<file path="src/rtl/key_repeat_gen.sv">
// key_repeat_gen: turns a held button level into single-cycle strobes.
// One strobe on press, one after DELAY ce ticks, then one every PERIOD ticks
// while the button stays down. Timing is counted in ce ticks.
module key_repeat_gen #(
  parameter int unsigned DELAY  = 500,
  parameter int unsigned PERIOD = 100,
  parameter int unsigned CW     = 16
) (
  input  logic clk,
  input  logic rst,
  input  logic ce,
  input  logic in,
  output logic out,
  output logic rpt
);

  localparam logic [CW-1:0] DELAY_LAST  = CW'(DELAY - 1);
  localparam logic [CW-1:0] PERIOD_LAST = CW'(PERIOD - 1);

  typedef enum logic [1:0] {
    IDLE   = 2'd0,
    HOLD   = 2'd1,
    REPEAT = 2'd2
  } state_t;

  state_t        state;
  state_t        state_nxt;
  logic [CW-1:0] cnt;
  logic [CW-1:0] cnt_nxt;
  logic          in_q;
  logic          out_nxt;

  // State, tick counter, input history and strobe register
  always_ff @(posedge clk) begin
    if (rst) begin
      state <= IDLE;
      cnt   <= '0;
      in_q  <= 1'b0;
      out   <= 1'b0;
    end else begin
      state <= state_nxt;
      cnt   <= cnt_nxt;
      in_q  <= in;
      out   <= out_nxt;
    end
  end

  // Next-state, counter and strobe decode; release always wins over a terminal tick
  always_comb begin
    state_nxt = state;
    cnt_nxt   = cnt;
    out_nxt   = 1'b0;
    case (state)
      IDLE: begin
        cnt_nxt = '0;
        if (in && !in_q) begin
          out_nxt   = 1'b1;
          state_nxt = HOLD;
        end
      end
      HOLD: begin
        if (!in) begin
          state_nxt = IDLE;
          cnt_nxt   = '0;
        end else if (ce) begin
          if (cnt == DELAY_LAST) begin
            out_nxt   = 1'b1;
            cnt_nxt   = '0;
            state_nxt = REPEAT;
          end else begin
            cnt_nxt = cnt + CW'(1);
          end
        end
      end
      REPEAT: begin
        if (!in) begin
          state_nxt = IDLE;
          cnt_nxt   = '0;
        end else if (ce) begin
          if (cnt == PERIOD_LAST) begin
            out_nxt = 1'b1;
            cnt_nxt = '0;
          end else begin
            cnt_nxt = cnt + CW'(1);
          end
        end
      end
      default: begin
        state_nxt = IDLE;
        cnt_nxt   = '0;
      end
    endcase
  end

  // Repeat-phase indicator decoded from the state register
  assign rpt = (state == REPEAT);

endmodule
</file>
<file path="config.mk">
export PLATFORM = sky130hd
export DESIGN_NAME = key_repeat_gen
export DESIGN_NICKNAME = d
export VERILOG_FILES = /design/src/rtl/key_repeat_gen.sv
export SDC_FILE = /design/constraint.sdc
export NUM_CORES = 1
export LEC_CHECK = 0
export CAP_MARGIN = 10
export CORE_MARGIN = 1
export CORE_UTILIZATION = 35
export DETAILED_ROUTE_END_ITERATION = 10
export HOLD_SLACK_MARGIN = 0.03
export PLACE_DENSITY = 0.57
export SLEW_MARGIN = 20
export SYNTH_ARGS = -nofsm -noshare
export SYNTH_HDL_FRONTEND = slang
export SYNTH_SLANG_ARGS = --single-unit
</file>
<file path="constraint.sdc">
create_clock -name clk -period 2.7 [get_ports clk]
set_input_delay 0.27 -clock clk [delete_from_list [all_inputs] [get_ports clk]]
set_output_delay 0.27 -clock clk [all_outputs]
set_load 0.02 [all_outputs]
</file>
==> results_dict.tcl, run 1 <==
set metrics [dict create \
    outcome "complete, no violations" \
    netlist_area_um2 1137 \
    final_nets 149 \
    routedWlPerCell_um 12.52 \
    clock_skew_ps 1.862 \
    cp.required_ps 2910 \
    rr_endpoint "cnt[15]" \
    synth_edf_count 0 \
    netlist_top_cells_count "dfxtp_1, nor2_1, nand2_1" \
    crit_path_end_kind "register" \
    cp-start-kind "register" \
    synth_top_cell_by_area "dfxtp_1" \
    num_vias 950 \
    clock_latency_ps 300 \
    syn2layout_area_growth_pct 11.00 \
    cts_sinks 20 \
    p_leak_uw 0.0004407 \
    path_max_fanout 9 \
    reg2regPathDepth 6 \
    first_pass_iters 4 \
    synth_cell_type_count 40 \
    finalHoldViolCount 0 \
    yosysWarningCount 0 \
    r2r-start "cnt[0]" \
    routed_wl_um 2291 \
    grt_max_degree 12 \
    rsz0062_at_grt "false" \
    io_pins 6 \
    holdWs_ps 498.5 \
    die_area_um2 3482 \
    slew-limit-headroom_pct 53.13 \
    finalCriticalPeriod_ps 2162 \
    worstMarginPinSlew_ps 700.0 \
    crit_path_top_delay_cell "or4b_4" \
    powerDensity_nw_per_um2 419.3 \
    synth-main-ff-cell "dfxtp_1" \
    ys_ff_latch 20 \
    rows 20 \
    core_area_um2 3078 \
    setup_tns_ps 0 \
    holdCritPathClass "register to register" \
    critPathMaxStageDelay_ps 500 \
    placement.io_buffers 5 \
    start_util_pct 36.95 \
    path_cells "ha_1, or4b_4, nor4b_2, o22ai_2, and3_1, a22o_1" \
    yosysMostFrequentCell "dfxtp_1" \
    cts_tree "built" \
    hold_buffers 0 \
    postCtsResizedCells 0 \
    min_path_cells 2 \
    drc 0 \
    ir_drop_uv 121.9 \
    synth_top_area_share_pct 35.20 \
    maxSlewViolCount 0 \
    post_route_cells_drive_above_1_share_pct 7.194 \
    grtUsageTotal_pct 15.69 \
    grt-ovfl-total 0 \
    viasPerCell 5.191 \
    num_antenna_cells 0 \
    grt_pass1_vias 909 \
    syn_inst 134 \
    hold_start "cnt[1]" \
    synth.net_count 143 \
    clock-root-buffer "clkbuf_4" \
    syn_area_per_cell_um2 8.488 \
    clk_path_buf_depth 2 \
    period_share_pct 80.08 \
    grt_first_pass_wirelength_um 4098 \
    worst-setup-path-type "register to register" \
    ys_seq_area_share_pct 35.20 \
    ant_nets 0 \
    die_h_um 59.01 \
    postCtsSetupRepairBufs 0 \
    arrival_ps 2370 \
    drt_iter0_markers 43 \
    fp.dieW_um 59.01 \
    synthArstFlopShare_pct 0 \
    fmax_mhz 462.5 \
    antenna_found_initial 0 \
    place_congestion 0.8052 \
    hold_path_end "cnt[1]" \
    rrSetupSlack_ps 540 \
    numCtsBuffers 3 \
    max-cap-violations 0 \
    clkSlewWorstSetupHoldPaths_ps 110 \
    synth_area_leaders "dfxtp_1, ha_1, nor2_1" \
    h-tree-depth 1 \
    setup_violations 0 \
    finalPower_uw 529.3 \
    hpwl_um 1685 \
]
## cell type report
class,count,area [µm²]
inverters,6,22.52
multi-input cells,104,698.2
fillers,327,1815
clock buffers,4,36.28
flip-flops and latches,20,400.4
well taps,44,55.05
repair buffers,5,50.05
## cell families (layout without fill, tap and decap cells)
| kind of cell | after synthesis | count (layout) | synth area share, % |
|---|---|---|---|
| AO/OA/AOI/OAI | 24 | 24 | 15.73 |
| AND/OR/NAND/NOR | 66 | 66 | 33.22 |
| flip-flops | 20 | 20 | 35.20 |
| buffers and inverters | 10 | 15 | 3.410 |
| XOR/XNOR | 9 | 9 | 6.931 |
| adder cells (fa/ha/maj) | 5 | 5 | 5.501 |
## cells in the final DEF (no fill, tap or decap), types with 2 or more instances in the layout
cell / instances
dfxtp_1: 20
nor2_1: 16
nand2_1: 11
nand3_1: 8
inv_1: 6
nand4_1: 6
xor2_1: 6
ha_1: 5
clkdlybuf4s50_1: 5
and3_1: 4
a21oi_1: 4
and4_1: 3
or3_1: 3
a31o_1: 3
a22o_1: 3
xnor2_1: 3
clkbuf_4: 3
nor4_1: 2
or4b_4: 2
o21ai_1: 2
nand3b_1: 2
nor3_1: 2
a31oi_1: 2
## layer usage
layer	vias up	part of all wire, %	GRT usage (%)
li1	502	-	-
met1	425	48	19.65
met2	18	47	25.65
met3	5	3.8	3.275
met4	0	1.7	7.483
met5	-	0	0
## critical path: cells and delay by family (launching register included)
kind | cells | cell delay, ps
AND/OR/NAND/NOR | 3 | 1040
AO/OA/AOI/OAI | 2 | 410
flip-flops | 1 | 400
adder cells (fa/ha/maj) | 1 | 220
## flip-flops by register name, indices dropped and copies added, names as in the netlist
signal and flops:
state 2, in_q 1, cnt 16, out 1
## worst max-delay path by stage
stage,start,endpoint,cells past startpoint
finish,cnt[0],cnt[15],6
floorplan,cnt[0],cnt[10],6
detailed placement,cnt[0],cnt[15],6
CTS,cnt[0],cnt[15],6
global route,cnt[0],cnt[9],6
global placement,state[0],cnt[15],6
## through the flow
stage	setup WS, ps	std cells	util, %	cell area [µm²]
2_1_floorplan	714.0	134	-	1137
3_3_place_gp	625.3	179	39.84	1226
3_5_place_dp	565.2	179	39.84	1226
4_1_cts	540.3	183	41.02	1262
5_1_grt	353.1	183	41.02	1262
6_report	537.7	183	41.02	1262
## where the power goes
part	total [µW]	switching [µW]	internal, µW
combinational	50.1	29.9	20.2
sequential	303	3.25	299
clock	177	94.2	82.4
total	529	127	402
No activity file was read; power rests on OpenSTA's default activity.
==> run 2, diff against run 1 <==
- PLACE_DENSITY: 0.57 -> 0.59
- clock period: 2.7 -> 1.7 ns (I/O delays scaled with it)
==> run 2 against run 1 <==
  * The flow now finishes with violations (negative setup slack)
  * Flip-flop and latch count stayed put
  * Utilization is 12 points higher
  * Wire length grew 28%
  * Critical endpoint is now cnt[9]
  * Count of clock-buffer cells in the layout did not move
  * Non-clock buffer count rose by 36
  * Power grew 67%
  * Cell count rose by 20%
  * Clock power is 60% higher
  * Sequential share of layout area decreased by 7.2 points
==> results_dict.tcl, run 2 (synthesized netlist as in run 1, its figures left out) <==
set metrics [dict create \
    num_antenna_cells 0 \
    routedWlPerCell_um 13.44 \
    grtUsageTotal_pct 18.35 \
    hold_buffers 0 \
    clock_latency_ps 310 \
    cts_sinks 20 \
    ant_nets 0 \
    powerDensity_nw_per_um2 539.4 \
    cts_tree "built" \
    period_share_pct 115.8 \
    die_h_um 59.01 \
    rsz0062_at_grt "true" \
    clkSlewWorstSetupHoldPaths_ps 110 \
    use_met1_pct 23.01 \
    crit_path_end_kind "register" \
    drt_iter0_markers 74 \
    hold_start "cnt[14]" \
    grtUsageMet2_pct 30.68 \
    h-tree-depth 1 \
    max-cap-violations 0 \
    hold_path_end "cnt[14]" \
    arrival_ps 2180 \
    finalHoldViolCount 0 \
    cp.required_ps 1910 \
    p_leak_uw 0.0006393 \
    clk_path_buf_depth 2 \
    first_pass_iters 4 \
    path_max_fanout 7 \
    grt_most_used_layer "met2" \
    fmax_mhz 508.0 \
    start_util_pct 36.95 \
    placement.io_buffers 5 \
    share_comb_of_total_power_pct 13.9 \
    slew-limit-headroom_pct 73.26 \
    clock-root-buffer "clkbuf_4" \
    hpwl_um 2192 \
    fp.dieW_um 59.01 \
    clock_skew_ps 6.818 \
    final_cell_count_no_fill 219 \
    outcome "finished with violations" \
    numCtsBuffers 3 \
    grt_max_degree 12 \
    grt-ovfl-total 0 \
    r2r-start "cnt[15]" \
    place_congestion 0.8636 \
    p_switching_uw 220.9 \
    rrSetupSlack_ps -270 \
    grt_pass1_vias 1080 \
    post_route_cells_drive_above_1_share_pct 32.57 \
    swShare_pct 24.92 \
    finalCriticalPeriod_ps 1969 \
    die_area_um2 3482 \
    use_met3_pct 3.493 \
    reg_top3 "cnt x16, state x2" \
    antenna_found_initial 0 \
    holdCritPathClass "register to register" \
    rr_endpoint "cnt[9]" \
    layout_commonest_cell "buf_4" \
    num_vias 1155 \
    finalWorstSetupSlack_ps -268.7 \
    place_area_um2 1519 \
    grt_first_pass_wirelength_um 4712 \
    clkPwrFrac_pct 31.9 \
    p_int_uw 665.3 \
    ir_drop_uv 242.6 \
    drc 0 \
    viasPerCell 5.274 \
    maxSlewViolCount 0 \
    largest-register "cnt" \
    dp_cells 212 \
    min_path_cells 2 \
    io_pins 6 \
    fin_area_um2 1643 \
    final_nets 185 \
    reg2regPathDepth 5 \
    core_area_um2 3078 \
    seqPwrFrac_pct 54.1 \
    setup_violations 19 \
    rows 20 \
    routed_wl_um 2943 \
    violations "negative setup slack" \
    largest_reg_flops 16 \
    worstMarginPinSlew_ps 399.6 \
    syn2layout_area_growth_pct 44.44 \
    most-common-layout-cells "buf_4, dfxtp_1, nor2_1" \
    worst-setup-path-type "register to register" \
    cp-start-kind "register" \
]
-- run 2: cell types whose count changed in the layout (fill, tap and decap cells not counted), moves of 2 or more --
cell     delta
dfxtp_1     -2
buf_4      +33
buf_6       +2
dfxtp_2     +2
ha_1        -2
-- run 2: layout make-up --
class                      instances  area [µm²]
clock buffer                       4       36.28
multi-input combinational        104       787.0
sequential                        20       402.9
fill                             301        1435
tap                               44       55.05
inverter                           6       22.52
timing repair buffer              41       339.1
-- run 2: through the flow --
| step | util, % | setup slack, ps | hold slack (ps) | setup TNS (ps) | power [µW] |
|---|---|---|---|---|---|
| 2_1_floorplan | - | -265.2 | 327.0 | -2793 | 548.1 |
| 3_3_place_gp | 49.35 | -267.5 | 486.7 | -3221 | 596.1 |
| 3_5_place_dp | 49.35 | -295.2 | 497.0 | -3661 | 598.6 |
| 4_1_cts | 51.59 | -255.0 | 511.8 | -3500 | 881.6 |
| 5_1_grt | 53.37 | -344.2 | 540.4 | -5086 | 932.9 |
| 6_report | 53.37 | -268.7 | 512.1 | -3615 | 886.2 |
-- run 2: power groups by stage --
stage	clock [µW]	combinational, µW	sequential, µW
6_report	283	123	480
5_1_grt	317	135	481
2_1_floorplan	0	55.6	492
4_1_cts	289	113	480
3_5_place_dp	0	108	490
3_3_place_gp	0	106	490
-- run 2: repair_timing --
action	in CTS	in global routing
setup buffers	2	1
pin swaps	9	2
endpoints found under the setup margin	20	19
gates resized for setup	5	8
-- run 2: worst max-delay path by stage --
stage	start	cells after the start	slack, ps	to
floorplan	cnt[1]	6	-270	cnt[15]
global placement	cnt[1]	6	-270	cnt[15]
detailed placement	cnt[1]	6	-300	cnt[15]
CTS	cnt[0]	6	-260	cnt[10]
global route	cnt[0]	6	-340	cnt[9]
finish	cnt[15]	5	-270	cnt[9]
-- run 2: critical path, stage by stage (launching register included) --
cell and delay (ps):
dfxtp_1 350, or4b_4 610, nor4_4 320, o22ai_4 150, a31o_1 250, a22o_1 200
-- run 2: layer usage --
layer  part of all wire [%]  wire [µm]
met3                    2.9         84
met4                    1.8         52
met1                     47       1394
met2                     48       1412
met5                      0          0
==> run 3, diff against run 2 <==
- PLACE_DENSITY: 0.59 -> 0.62
==> run 3 against run 2 <==
  * The run still ends with negative setup slack left
  * Hold slack better by 33 ps
  * Sequential power about the same
  * Global-route usage is 1.2 points higher
  * Clock skew fell by 3.0 ps
  * Fmax decreased by 0.17%
  * Critical path depth is 1 higher
  * Critical path type unchanged
==> results_dict.tcl, run 3 (synthesized netlist as in run 1, its figures left out) <==
set metrics [dict create \
    clkSlewWorstSetupHoldPaths_ps 120 \
    rows 20 \
    final_nets 186 \
    min_path_cells 2 \
    grt_first_pass_wirelength_um 5099 \
    ir_drop_uv 318.2 \
    grt-ovfl-total 0 \
    arrival_ps 2180 \
    path_max_fanout 7 \
    finalCriticalPeriod_ps 1972 \
    clk_path_buf_depth 2 \
    finalHoldViolCount 0 \
    slew-limit-headroom_pct 70.58 \
    r2r-start "cnt[0]" \
    core_area_um2 3078 \
    hold_start "in_q" \
    maxSlewViolCount 0 \
    pre_cts_ws_ps -316.8 \
    cp-start-kind "register" \
    rrSetupSlack_ps -270 \
    fp.dieW_um 59.01 \
    rr_endpoint "cnt[10]" \
    first_pass_iters 4 \
    setup_violations 19 \
    p_leak_uw 0.0006481 \
    cts_sinks 20 \
    largest_reg_flops 16 \
    cp.required_ps 1910 \
    fin_util_pct 53.86 \
    powerDensity_nw_per_um2 603.6 \
    outcome "finished with violations" \
    finalWorstSetupSlack_ps -271.9 \
    clock_skew_ps 3.793 \
    finalPower_uw 1001 \
    drt_iter0_markers 55 \
    die_h_um 59.01 \
    clock-root-buffer "clkbuf_4" \
    grtUsageTotal_pct 19.59 \
    most-common-layout-cells "buf_4, dfxtp_1, nor2_1" \
    routed_wl_um 3054 \
    io_pins 6 \
    hold_buffers 0 \
    worstMarginPinSlew_ps 439.6 \
    syn2layout_area_growth_pct 45.76 \
    crit_path_end_kind "register" \
    cts_tree "built" \
    post_route_cells_drive_above_1_share_pct 32.95 \
    antenna_found_initial 0 \
    reg2regPathDepth 6 \
    num_antenna_cells 0 \
    violations "negative setup slack" \
    period_share_pct 116.0 \
    max-cap-violations 0 \
    drc 0 \
    layout_commonest_cell "buf_4" \
    largest-register "cnt" \
    place_congestion 0.8309 \
    fmax_mhz 507.1 \
    numCtsBuffers 3 \
    ant_nets 0 \
    viasPerCell 5.327 \
    h-tree-depth 1 \
    rsz0062_at_grt "true" \
    clock_latency_ps 310 \
    reg_top3 "cnt x16, state x2" \
    hold_path_end "out" \
    hpwl_um 2243 \
    die_area_um2 3482 \
    start_util_pct 36.95 \
    fillers 292 \
    grt_pass1_vias 1154 \
    grt_max_degree 13 \
    num_vias 1172 \
    holdCritPathClass "register to register" \
    worst-setup-path-type "register to register" \
    routedWlPerCell_um 13.88 \
    placement.io_buffers 5 \
]
[run 3: worst max path at each step]
stage                       from       to  slack (ps)
final                     cnt[0]  cnt[10]        -270
after global routing      cnt[0]  cnt[10]        -380
after CTS                 cnt[0]  cnt[10]        -280
after detailed placement  cnt[1]   cnt[9]        -320
after global placement    cnt[1]  cnt[15]        -260
after floorplan           cnt[1]  cnt[15]        -270
[run 3: repair_timing]
action                     CTS  global route
buffers inserted             2             2
setup endpoints to repair   20            19
cloned                       0             0
gates resized for setup      5             9
pin swaps                    4            11
[run 3: routing by layer]
layer / vias up / share of wire (%) / track usage [%]
met3: 6 / 3.0 / 2.620
met2: 22 / 49 / 32.63
met5: - / 0 / 0
li1: 574 / - / -
met1: 570 / 46 / 24.66
met4: 0 / 1.9 / 10.20
[run 3: power breakdown]
group / total [µW] / leakage, µW / switching (µW) / internal (µW)
clock network: 397 / 0.0000279 / 159 / 238
registers: 480 / 0.000163 / 4.03 / 476
logic: 124 / 0.000457 / 66.2 / 57.9
total: 1000 / 0.000648 / 229 / 772
[run 3: cell type report]
class	count	area, µm²	share of cell area [%]
Tap cell	44	55.05	3.321
Clock inverter	1	30.03	1.811
Clock buffer	3	22.52	1.358
Timing Repair Buffer	42	334.1	20.15
Sequential cell	20	402.9	24.30
Inverter	6	22.52	1.358
Multi-Input combinational cell	104	790.8	47.70
[run 3: critical path, cell delays in order, from the launching register on]
cell and delay (ps):
dfxtp_2 370, ha_4 130, or4b_4 500, nor4b_4 290
o22ai_4 140, a31o_1 230, a22o_1 200
[run 3: metrics by stage]
stage | setup TNS (ps) | std cells | hold slack, ps | cell area (µm²)
2_1_floorplan | -2793 | 134 | 327.0 | 1170
3_3_place_gp | -3025 | 214 | 510.9 | 1521
3_5_place_dp | -3966 | 214 | 515.0 | 1521
4_1_cts | -3532 | 220 | 537.4 | 1608
5_1_grt | -5543 | 220 | 587.5 | 1658
6_report | -3789 | 220 | 545.0 | 1658
